### config.mk
export PLATFORM = sky130hd
export DESIGN_NAME = inc_pulse_gen
export DESIGN_NICKNAME = d
export VERILOG_FILES = /design/src/rtl/inc_pulse_gen.sv
export SDC_FILE = /design/constraint.sdc
export NUM_CORES = 1
export LEC_CHECK = 0
export ABC_AREA = 0
export BUFFER_PORTS_ARGS = -buffer_cell sky130_fd_sc_hd__clkbuf_2
export CAP_MARGIN = 40
export CORE_AREA = 2 2 39 41
export CTS_CLUSTER_DIAMETER = 60
export DETAILED_ROUTE_END_ITERATION = 10
export DIE_AREA = 0 0 41 43
export PLACE_DENSITY = 0.73
export SYNTH_ARGS = -nofsm -noshare
export SYNTH_HDL_FRONTEND = slang
export SYNTH_SLANG_ARGS = --single-unit
### constraint.sdc
create_clock -name clk -period 3.5 [get_ports clk]
set_input_delay 0.175 -clock clk [delete_from_list [all_inputs] [get_ports clk]]
set_output_delay 0.175 -clock clk [all_outputs]
set_load 0.02 [all_outputs]
### src/rtl/inc_pulse_gen.sv
// Push-button conditioner: 2-flop synchronisers, press/release debounce, one inc_out pulse per press.
// Define INC_PULSE_GEN_AUTOREPEAT_EN to add hold-to-repeat pulses while the button stays held.
module inc_pulse_gen #(
  parameter int DEBOUNCE_CYCLES = 16,
  parameter int REPEAT_DELAY    = 500,
  parameter int REPEAT_PERIOD   = 100
) (
  input  logic clk,
  input  logic reset,
  input  logic btn_in,
  input  logic dir_in,
  output logic inc_out,
  output logic up_down_sel_out,
  output logic pressed
);

  localparam int DW = $clog2(DEBOUNCE_CYCLES + 1);
  localparam logic [DW-1:0] DEB_LAST = DW'(DEBOUNCE_CYCLES - 1);

  localparam logic [1:0] IDLE        = 2'd0;
  localparam logic [1:0] DEB_PRESS   = 2'd1;
  localparam logic [1:0] HELD        = 2'd2;
  localparam logic [1:0] DEB_RELEASE = 2'd3;

  if (DEBOUNCE_CYCLES < 1 || REPEAT_DELAY < 1 || REPEAT_PERIOD < 1) begin : g_param_check
    $error("inc_pulse_gen: all timing parameters must be >= 1");
  end

  logic [1:0]    btn_sync;
  logic [1:0]    dir_sync;
  logic          btn_s;
  logic          dir_s;
  logic [1:0]    state;
  logic [DW-1:0] deb_cnt;

  assign btn_s = btn_sync[1];
  assign dir_s = dir_sync[1];

`ifdef INC_PULSE_GEN_AUTOREPEAT_EN
  localparam int REP_MAX_P = (REPEAT_DELAY > REPEAT_PERIOD) ? REPEAT_DELAY : REPEAT_PERIOD;
  localparam int RW = $clog2(REP_MAX_P + 1);
  localparam logic [RW-1:0] REP_MAX = RW'(REP_MAX_P);

  logic [RW-1:0] rep_cnt;
  logic          rep_phase;  // 0: waiting out the initial delay, 1: periodic repeats
  logic [RW-1:0] rep_target;

  assign rep_target = rep_phase ? RW'(REPEAT_PERIOD - 1) : RW'(REPEAT_DELAY - 1);
`endif

  always_ff @(posedge clk) begin
    if (reset) begin
      btn_sync        <= 2'b00;
      dir_sync        <= 2'b00;
      state           <= IDLE;
      deb_cnt         <= '0;
      inc_out         <= 1'b0;
      up_down_sel_out <= 1'b0;
      pressed         <= 1'b0;
`ifdef INC_PULSE_GEN_AUTOREPEAT_EN
      rep_cnt         <= '0;
      rep_phase       <= 1'b0;
`endif
    end else begin
      btn_sync <= {btn_sync[0], btn_in};
      dir_sync <= {dir_sync[0], dir_in};
      inc_out  <= 1'b0;

      case (state)
        IDLE: begin
          // Direction only tracks the switch while no press is in progress.
          up_down_sel_out <= dir_s;
          if (btn_s) begin
            state   <= DEB_PRESS;
            deb_cnt <= '0;
          end
        end

        DEB_PRESS: begin
          if (!btn_s) begin
            state <= IDLE;
          end else if (deb_cnt == DEB_LAST) begin
            state   <= HELD;
            inc_out <= 1'b1;
            pressed <= 1'b1;
`ifdef INC_PULSE_GEN_AUTOREPEAT_EN
            rep_cnt   <= '0;
            rep_phase <= 1'b0;
`endif
          end else begin
            deb_cnt <= deb_cnt + DW'(1);
          end
        end

        HELD: begin
          if (!btn_s) begin
            state   <= DEB_RELEASE;
            deb_cnt <= '0;
          end
`ifdef INC_PULSE_GEN_AUTOREPEAT_EN
          else if (rep_cnt == rep_target) begin
            inc_out   <= 1'b1;
            rep_cnt   <= '0;
            rep_phase <= 1'b1;
          end else if (rep_cnt != REP_MAX) begin
            rep_cnt <= rep_cnt + RW'(1);
          end
`endif
        end

        DEB_RELEASE: begin
          if (btn_s) begin
            // Release was a glitch; repeat timing restarts from the full delay.
            state <= HELD;
`ifdef INC_PULSE_GEN_AUTOREPEAT_EN
            rep_cnt   <= '0;
            rep_phase <= 1'b0;
`endif
          end else if (deb_cnt == DEB_LAST) begin
            state   <= IDLE;
            pressed <= 1'b0;
          end else begin
            deb_cnt <= deb_cnt + DW'(1);
          end
        end

        default: state <= IDLE;
      endcase
    end
  end

endmodule

==> metrics <==
status=finished, final reports clean; Worst-Skew Late Latency=0.28 ns; CTS H-Tree Depth=1; # resized after CTS=0; Post-synth EDFFs=0; Rows=14; Setup CP Type=flip-flop to flip-flop; Max-Cap Viols=0; PD cells=442 mW/mm^2; final hold viol count=0; leakage=0.238 nW; Routed WL=1.03 mm; initial antenna violation count=0; Max Buffers Root-to-Sink=2; Synth area leaders=dfxtp_1 46%, nor2b_1 5.2%, ha_1 4.1%; root buffer cell=clkbuf_4; Req. time, crit path=3.70 ns; total grt overflow=0; gr usage total=14.1%; Initial Util=43.6%; CP Capture Type=flip-flop; Yosys Warn Count=0; Worst Setup Start Kind=flip-flop; die area=0.00176 mm^2; first-pass GRT wire length=1.66 mm; Cells after Synth=65; Mapped Area=603 um^2; fraction of layout cells with a size suffix above 1=15.5%; hpwl dp=704 um; die width=41 um; Util after Layout=48.6%; final non-filler cell total=87; Area Growth Syn to Fin=11.6%; TritonCTS clock tree=built; total core area=0.00138 mm^2; Setup TNS=0 ns; Final #Nets=78; DRT Pass-1 Iters=4; antenna viol nets, final=0; register clock-pin slew on the reported worst setup and hold paths=0.09 ns; Tmin final=1.93 ns; vias in the first global route=410; final count of pins violating max slew=0; Hold Path Class=input pin to flip-flop; Yosys top cell by area=dfxtp_1; Max VDD drop=0.215 mV; actual slew at the worst max-slew pin=0.864 ns; # clock sinks=14; post-synth top area share=46.5%; placed instance count=83; Worst Path Arrival=2.13 ns; most frequent cell after synthesis=dfxtp_1; WL/cell=11.9 um; Slew HR=42.0%; Seq/Total Area, Yosys=46.5%; routability cong.=0.714; CP Max Fanout=9; I/O Pins=7; die height=43 um; Max Freq=0.518 GHz; Yosys reg bits=14; asr flop ratio synth=0%; post-synthesis cell type count=24; vias=486; unrepaired setup endpoints after global routing=false; syn_area_per_cell=9.28 um^2; I/O Buffers=6; final setup fails=0; final period utilization=55.1%; drc violations=0; largest net degree at the start of global routing=20; skew final=0.00477 ns; Post-Syn Nets=71; Setup Buffers After CTS=0; Synth top cells by count=14 x dfxtp_1, 5 x nand3_1, 5 x nor2b_1; cts bufs inserted=3; Via density=5.59; Diodes inserted=0; CTS Hold Bufs=0; Synth Flop Type=dfxtp_1; starting DRC count in detailed routing=12
-- final timing paths --
path | endpoint | start | slack, ns | cells past startpoint
worst max-delay path | deb_cnt[0] | deb_cnt[0] | 1.57 | 5
worst max register to register | deb_cnt[0] | deb_cnt[0] | 1.57 | 5
worst min-delay path | btn_sync[0] | btn_in | 0.10 | 2
worst min register to register | up_down_sel_out | dir_sync[1] | 0.44 | 2
-- through the flow --
step	cell area [um^2]	power (mW)	hold slack (ns)	worst slack [ns]
global placement	637	0.184	0.383	1.66
finish	673	0.297	0.100	1.57
floorplan	603	0.181	0.303	1.72
detailed placement	637	0.185	0.389	1.61
CTS	673	0.301	0.0944	1.58
global route	673	0.308	0.115	1.47
-- power by group --
group	switching, mW	leakage (nW)	internal [mW]
combinational	0.00866	0.103	0.00670
clock	0.0529	0.0210	0.0633
sequential	0.00266	0.114	0.163
total	0.0643	0.238	0.233
-- routing by layer --
| metal | vias to the layer above | part of all wire (%) | wire [um] | GRT usage (%) |
|---|---|---|---|---|
| li1 | 246 | - | - | - |
| met1 | 228 | 48 | 495 | 19.0 |
| met2 | 10 | 47 | 489 | 18.1 |
| met3 | 2 | 3.3 | 34 | 4.71 |
| met4 | 0 | 1.2 | 12 | 10.0 |
| met5 | - | 0 | 0 | 0 |
-- cell families after synthesis --
logic type / synth area share (%)
buffers and inverters: 3.94
and+or+nand+nor: 30.9
adders and majority gates: 4.15
AOI/OAI and AO/OA: 13.1
xor gates and xnor gates: 1.45
DFF: 46.5
-- critical path, stage by stage (launching register included) --
cell	delay, ns
dfxtp_1	0.35
ha_1	0.22
and3_1	0.18
ha_1	0.26
or4b_2	0.65
o211ai_1	0.18
-- flip-flops by register name, indices dropped and copies added (netlist names), named ones only --
name	count
btn_sync	2
deb_cnt	5
dir_sync	2
inc_out	1
pressed	1
state	1
up_down_sel_out	1
-- cell type report --
| cell class | count | area (um^2) |
|---|---|---|
| tap | 16 | 20.0 |
| multi-input combinational | 45 | 299 |
| inverter | 2 | 7.51 |
| sequential | 14 | 280 |
| clock buffer | 4 | 36.3 |
| fill | 130 | 711 |
| timing repair buffer | 6 | 30.0 |
-- layout by cell type (no fill, tap or decap) --
master and count:
clkbuf_2 6, nor3_1 1, o21ai_0 3, or4b_1 2, o211ai_1 3, clkbuf_4 3
a21oi_1 4, nor2_1 2, nand4bb_1 2, nand2_1 4, or4b_2 1, xnor2_1 1
and3_1 1, nand3_1 5, a211oi_1 1, a31oi_1 1, clkbuf_8 1, nand2b_1 2
ha_1 2, a21o_1 1, nand3b_1 3, dfxtp_1 14, nand4b_1 1, inv_1 2
nor2b_1 5
Note: power is estimated with default switching activity, not from simulation.
